<file path="config.mk">
export PLATFORM = sky130hd
export DESIGN_NAME = vector_load
export DESIGN_NICKNAME = d
export VERILOG_FILES = /design/src/rtl/vector_load.sv
export SDC_FILE = /design/constraint.sdc
export NUM_CORES = 1
export LEC_CHECK = 0
export ABC_AREA = 1
export CAP_MARGIN = 10
export CORE_UTILIZATION = 40
export CTS_CLUSTER_DIAMETER = 40
export DETAILED_ROUTE_END_ITERATION = 12
export PLACE_DENSITY = 0.65
export SETUP_SLACK_MARGIN = 0.15
export SLEW_MARGIN = 20
export SYNTH_ARGS = -nofsm -noshare
export SYNTH_HDL_FRONTEND = slang
export SYNTH_SLANG_ARGS = --single-unit
</file>
<file path="constraint.sdc">
create_clock -name clk -period 3.94 [get_ports clk]
set_input_delay 0.394 -clock clk [delete_from_list [all_inputs] [get_ports clk]]
set_output_delay 0.394 -clock clk [all_outputs]
set_load 0.05 [all_outputs]
</file>
<file path="src/rtl/vector_load.sv">
// vector_load: LOAD engine that fetches bytes from DRAM one request at a time and packs them into tiles.
// Build option VECTOR_LOAD_ZERO_PAD_EN clears all lanes on start and after every tile write.
module vector_load #(
  parameter int DATA_WIDTH = 8,
  parameter int TILE_WIDTH = 256,
  parameter int TILE_ELEMS = TILE_WIDTH / DATA_WIDTH,
  parameter int ADDR_WIDTH = 24
) (
  input  logic                  clk,
  input  logic                  rst_n,
  input  logic                  start,
  input  logic [4:0]            dst_buffer_id,
  input  logic [9:0]            length,
  input  logic [ADDR_WIDTH-1:0] addr,
  output logic                  busy,
  output logic                  done,
  output logic                  mem_req,
  output logic [ADDR_WIDTH-1:0] mem_addr,
  input  logic                  mem_ready,
  input  logic                  mem_rvalid,
  input  logic [DATA_WIDTH-1:0] mem_rdata,
  output logic                  buf_write_en,
  output logic [4:0]            buf_write_id,
  output logic [5:0]            buf_write_idx,
  output logic [DATA_WIDTH-1:0] buf_write_tile [0:TILE_ELEMS-1]
);

  localparam int LANE_W = (TILE_ELEMS > 1) ? $clog2(TILE_ELEMS) : 1;

  typedef enum logic [2:0] {
    S_IDLE  = 3'd0,
    S_REQ   = 3'd1,
    S_WAIT  = 3'd2,
    S_WRITE = 3'd3,
    S_DONE  = 3'd4
  } state_t;

  state_t                  state_r;
  logic [9:0]              length_r;
  logic [9:0]              byte_cnt_r;
  logic [ADDR_WIDTH-1:0]   addr_r;
  logic [5:0]              tile_idx_r;

  logic [9:0]              byte_cnt_inc_s;
  logic [LANE_W-1:0]       lane_s;
  logic                    last_lane_s;
  logic                    last_byte_s;

  // Lane selection and tile/load termination for the byte being received.
  always_comb begin
    byte_cnt_inc_s = byte_cnt_r + 10'd1;
    lane_s         = LANE_W'(byte_cnt_r % 10'(TILE_ELEMS));
    last_lane_s    = (lane_s == LANE_W'(TILE_ELEMS - 1));
    last_byte_s    = (byte_cnt_inc_s == length_r);
  end

  // Load sequencer; every output, including the lane registers, is a flop.
  always_ff @(posedge clk or negedge rst_n) begin
    if (!rst_n) begin
      state_r       <= S_IDLE;
      length_r      <= '0;
      byte_cnt_r    <= '0;
      addr_r        <= '0;
      tile_idx_r    <= '0;
      busy          <= 1'b0;
      done          <= 1'b0;
      mem_req       <= 1'b0;
      mem_addr      <= '0;
      buf_write_en  <= 1'b0;
      buf_write_id  <= '0;
      buf_write_idx <= '0;
      for (int i = 0; i < TILE_ELEMS; i++) buf_write_tile[i] <= '0;
    end else begin
      done <= 1'b0;
      case (state_r)
        S_IDLE: begin
          // busy stays high through the done pulse and drops on the following edge
          busy <= 1'b0;
          if (start) begin
            busy         <= 1'b1;
            buf_write_id <= dst_buffer_id;
            length_r     <= length;
            addr_r       <= addr;
            byte_cnt_r   <= '0;
            tile_idx_r   <= '0;
`ifdef VECTOR_LOAD_ZERO_PAD_EN
            for (int i = 0; i < TILE_ELEMS; i++) buf_write_tile[i] <= '0;
`endif
            if (length == 10'd0) begin
              state_r <= S_DONE;
            end else begin
              state_r  <= S_REQ;
              mem_req  <= 1'b1;
              mem_addr <= addr;
            end
          end
        end
        S_REQ: begin
          if (mem_ready) begin
            mem_req <= 1'b0;
            state_r <= S_WAIT;
          end
        end
        S_WAIT: begin
          if (mem_rvalid) begin
            buf_write_tile[lane_s] <= mem_rdata;
            byte_cnt_r             <= byte_cnt_inc_s;
            if (last_lane_s || last_byte_s) begin
              state_r       <= S_WRITE;
              buf_write_en  <= 1'b1;
              buf_write_idx <= tile_idx_r;
            end else begin
              state_r  <= S_REQ;
              mem_req  <= 1'b1;
              mem_addr <= addr_r + ADDR_WIDTH'(byte_cnt_inc_s);
            end
          end
        end
        S_WRITE: begin
          buf_write_en <= 1'b0;
          tile_idx_r   <= tile_idx_r + 6'd1;
`ifdef VECTOR_LOAD_ZERO_PAD_EN
          for (int i = 0; i < TILE_ELEMS; i++) buf_write_tile[i] <= '0;
`endif
          if (byte_cnt_r == length_r) begin
            state_r <= S_DONE;
          end else begin
            state_r  <= S_REQ;
            mem_req  <= 1'b1;
            mem_addr <= addr_r + ADDR_WIDTH'(byte_cnt_r);
          end
        end
        S_DONE: begin
          done    <= 1'b1;
          state_r <= S_IDLE;
        end
        default: begin
          state_r      <= S_IDLE;
          busy         <= 1'b0;
          mem_req      <= 1'b0;
          buf_write_en <= 1'b0;
        end
      endcase
    end
  end

endmodule

</file>
==> flow_summary.ini <==
[status]
outcome = completed

[grt]
grt-ovfl-total = 0
grtUsageMet1 = 0.328
grt_pass1_vias = 12400
busiest_layer = met2
grt_max_degree = 119
grt_pass1_wl_um = 72700
grt_usage = 0.248
grtUsageMet2 = 0.383
met3_usage = 0.0746
antenna_found_initial = 0

[worst_hold_path]
hp-start = dst_buffer_id[3]
hold_path_class = in -> reg

[clocking]
htree_num_levels = 2
tritoncts = done
cts_max_path_buffers = 3
worstSkewPairLatency_ns = 0.61
cts_setup_buffers = 0
root_buffer = clkbuf_16
clock-sinks = 348
clkTransAtPathRegs_ns = 0.05
cts_buffers = 50

[routing]
dr.pass1.iters = 5
post-route-drc-count = 0
routed_wl_um = 46600
postRouteAntennaNets = 0
vias_per_cell = 5.06
drtIter0Drc = 809
post_drt_wl_per_cell_um = 18.5
num_vias = 12700

[logic_synthesis]
ys_seq_elements = 348
synth_area_per_cell_um2 = 8.86
yosys_warnings = 0
netlist_area_um2 = 14800
synthDistinctLibCells = 35
async_reset_ff_frac = 1.00
ys_seq_area_frac = 0.588
synth_edf_count = 0
synth_ff_type = dfrtp_1
synth_fp_nets = 1741
syn_inst = 1671

[sta]
setup_violations = 0
skew_ns = 0.0305
slew_headroom = 0.366
hold_viol_final = 0
fin_crit_ns = 3.19
setup_tns_ns = 0
rsz0062_at_grt = no
clock.fmax_mhz = 313
worst_pin_slew_ns = 0.943
holdWs_ns = 0.346
drv_slew = 0
period_share = 0.810

[die]
io_pins = 347
rows = 70
core_um2 = 36500
die_area_um2 = 37800
die_x_um = 194
die_h_um = 194
initial_core_util = 0.406

[pwr]
pwr-share-clk = 0.332
powerDensity_nw_per_um2 = 690
power.share.sequential = 0.333
internal_power_mw = 8.58
p_sw_mw = 5.53
leakage_nw = 9.53
swShare = 0.392
max-vdd-ir-drop_mv = 0.399
comb_power_share = 0.335

[finish]
mostFrequentLayoutCells = 589 x nand2_1, 348 x dfrtp_1, 345 x clkdlybuf4s50_1
diodes = 0
area_growth_pct = 38.0
layout.nets = 2075
layout-drive-gt1-share = 0.0699
design_area_um2 = 20400
final_common_cell = nand2_1

[place]
dp_hpwl_um = 31900
gp_congestion = 0.933
place.port_buffers = 346
dpl_cell_area_um2 = 18700

[critical_path]
crit-reg2reg-launch = byte_cnt_r[1]
critical_path.startpoint_type = register
end_kind = register
cp-startpoint = byte_cnt_r[1]
arrival_ns = 3.72
crit_type = reg -> reg
cp_max_fo = 6
required_ns = 4.46

[run]
cap_viol_max_count = 0
## metrics by stage
step                cells  power, mW  setup slack (ns)   util
CTS                  2513       14.2             0.750  0.560
finish               2513       14.1             0.748  0.560
global placement     2420       9.40             0.857  0.511
floorplan            1671       7.80              1.13      -
detailed placement   2420       9.46             0.800  0.511
global route         2513       14.8             0.389  0.560
## cells by family (layout without fill, tap and decap cells)
group,count (synthesis),count (layout),synth area share
XOR/XNOR,17,17,0.0101
AND/OR/NAND/NOR,763,763,0.216
AO/OA/AOI/OAI,351,351,0.120
buffers and inverters,174,548,0.0500
adder cells (fa/ha/maj),18,18,0.0157
flip-flops,348,348,0.588
## power groups by stage
stage	Sequential, mW	Combinational (mW)	Clock, mW
after floorplan	6.17	1.62	0
after CTS	4.68	4.75	4.78
after global placement	4.72	4.68	0
after global routing	4.77	5.08	4.92
after detailed placement	4.73	4.73	0
final	4.69	4.73	4.69
## synth_stat cells (3+ instances only)
master / n / area [um2]
nand2_1: 589 / 2210
dfrtp_1: 348 / 8710
o21ai_0: 210 / 1050
o21ai_1: 117 / 586
inv_1: 88 / 330
nand3_1: 75 / 375
clkbuf_1: 52 / 195
nor2_1: 43 / 161
ha_1: 17 / 213
buf_2: 16 / 80.1
nor3_1: 14 / 70.1
xor2_1: 14 / 123
a21oi_1: 12 / 60.1
nand2_4: 10 / 113
o22ai_1: 8 / 50.1
buf_6: 7 / 78.8
nand4_1: 6 / 37.5
inv_2: 5 / 18.8
buf_4: 4 / 30.0
nand2_2: 4 / 25.0
nand3_2: 4 / 40.0
nor2_2: 4 / 25.0
nand3b_1: 3 / 22.5
nor2_8: 3 / 60.1
or2_2: 3 / 18.8
xnor2_1: 3 / 26.3
## routing by layer
metal	up-vias	routed length [um]
li1	6096	-
met1	6104	20100
met2	448	20900
met3	79	4030
met4	0	1560
met5	-	0
## sequential cells by signal (all words and copies together), names as in the netlist
signal / count
tile_idx_r: 6
mem_req: 1
byte_cnt_r: 10
buf_write_id: 5
length_r: 10
busy: 1
addr_r: 24
buf_write_idx: 6
done: 1
state_r: 3
buf_write_en: 1
mem_addr: 24
buf_write_tile: 256
## what timing repair did
action | 4_1_cts | 5_1_grt
endpoints found under the setup margin | 0 | 0
hold endpoints to repair | 113 | 0
resized for setup | 0 | 0
hold buffers | 1 | 0
## worst paths after layout
| kind | cells after the start | slack [ns] | endpoint |
|---|---|---|---|
| setup / recovery | 19 | 0.75 | mem_addr[19] |
| hold / removal | 3 | 0.35 | buf_write_id[3] |
| setup reg to reg | 19 | 0.75 | mem_addr[19] |
| hold reg to reg | 2 | 0.47 | mem_addr[8] |
| max in group asynchronous | 3 | 2.55 | buf_write_tile[3] |
| min in group asynchronous | 2 | 0.49 | buf_write_tile[128] |
## worst max-delay path, stage by stage, from the launching register on
cell and delay (ns):
dfrtp_1 0.48, ha_1 0.34, nand2_1 0.11, nor2_1 0.16, ha_1 0.27, inv_1 0.08, o21ai_0 0.13, ha_1 0.38
nand2_1 0.11, nor2_1 0.11, nand2_1 0.06, nand2_1 0.18, nand3_1 0.14, nand2_1 0.13, nand2_1 0.06, nand2_1 0.07
nand3_1 0.09, nand2_1 0.08, nand3_1 0.06, nand2_1 0.09
## cell type report
class / count / area, um2
sequential: 348 / 8710
timing repair buffer: 363 / 3650
inverter: 93 / 349
clock buffer: 60 / 1350
tap: 468 / 586
fill: 3221 / 16100
multi-input combinational: 1149 / 5370
clock inverter: 32 / 430
No activity file was read; power rests on OpenSTA's default activity.
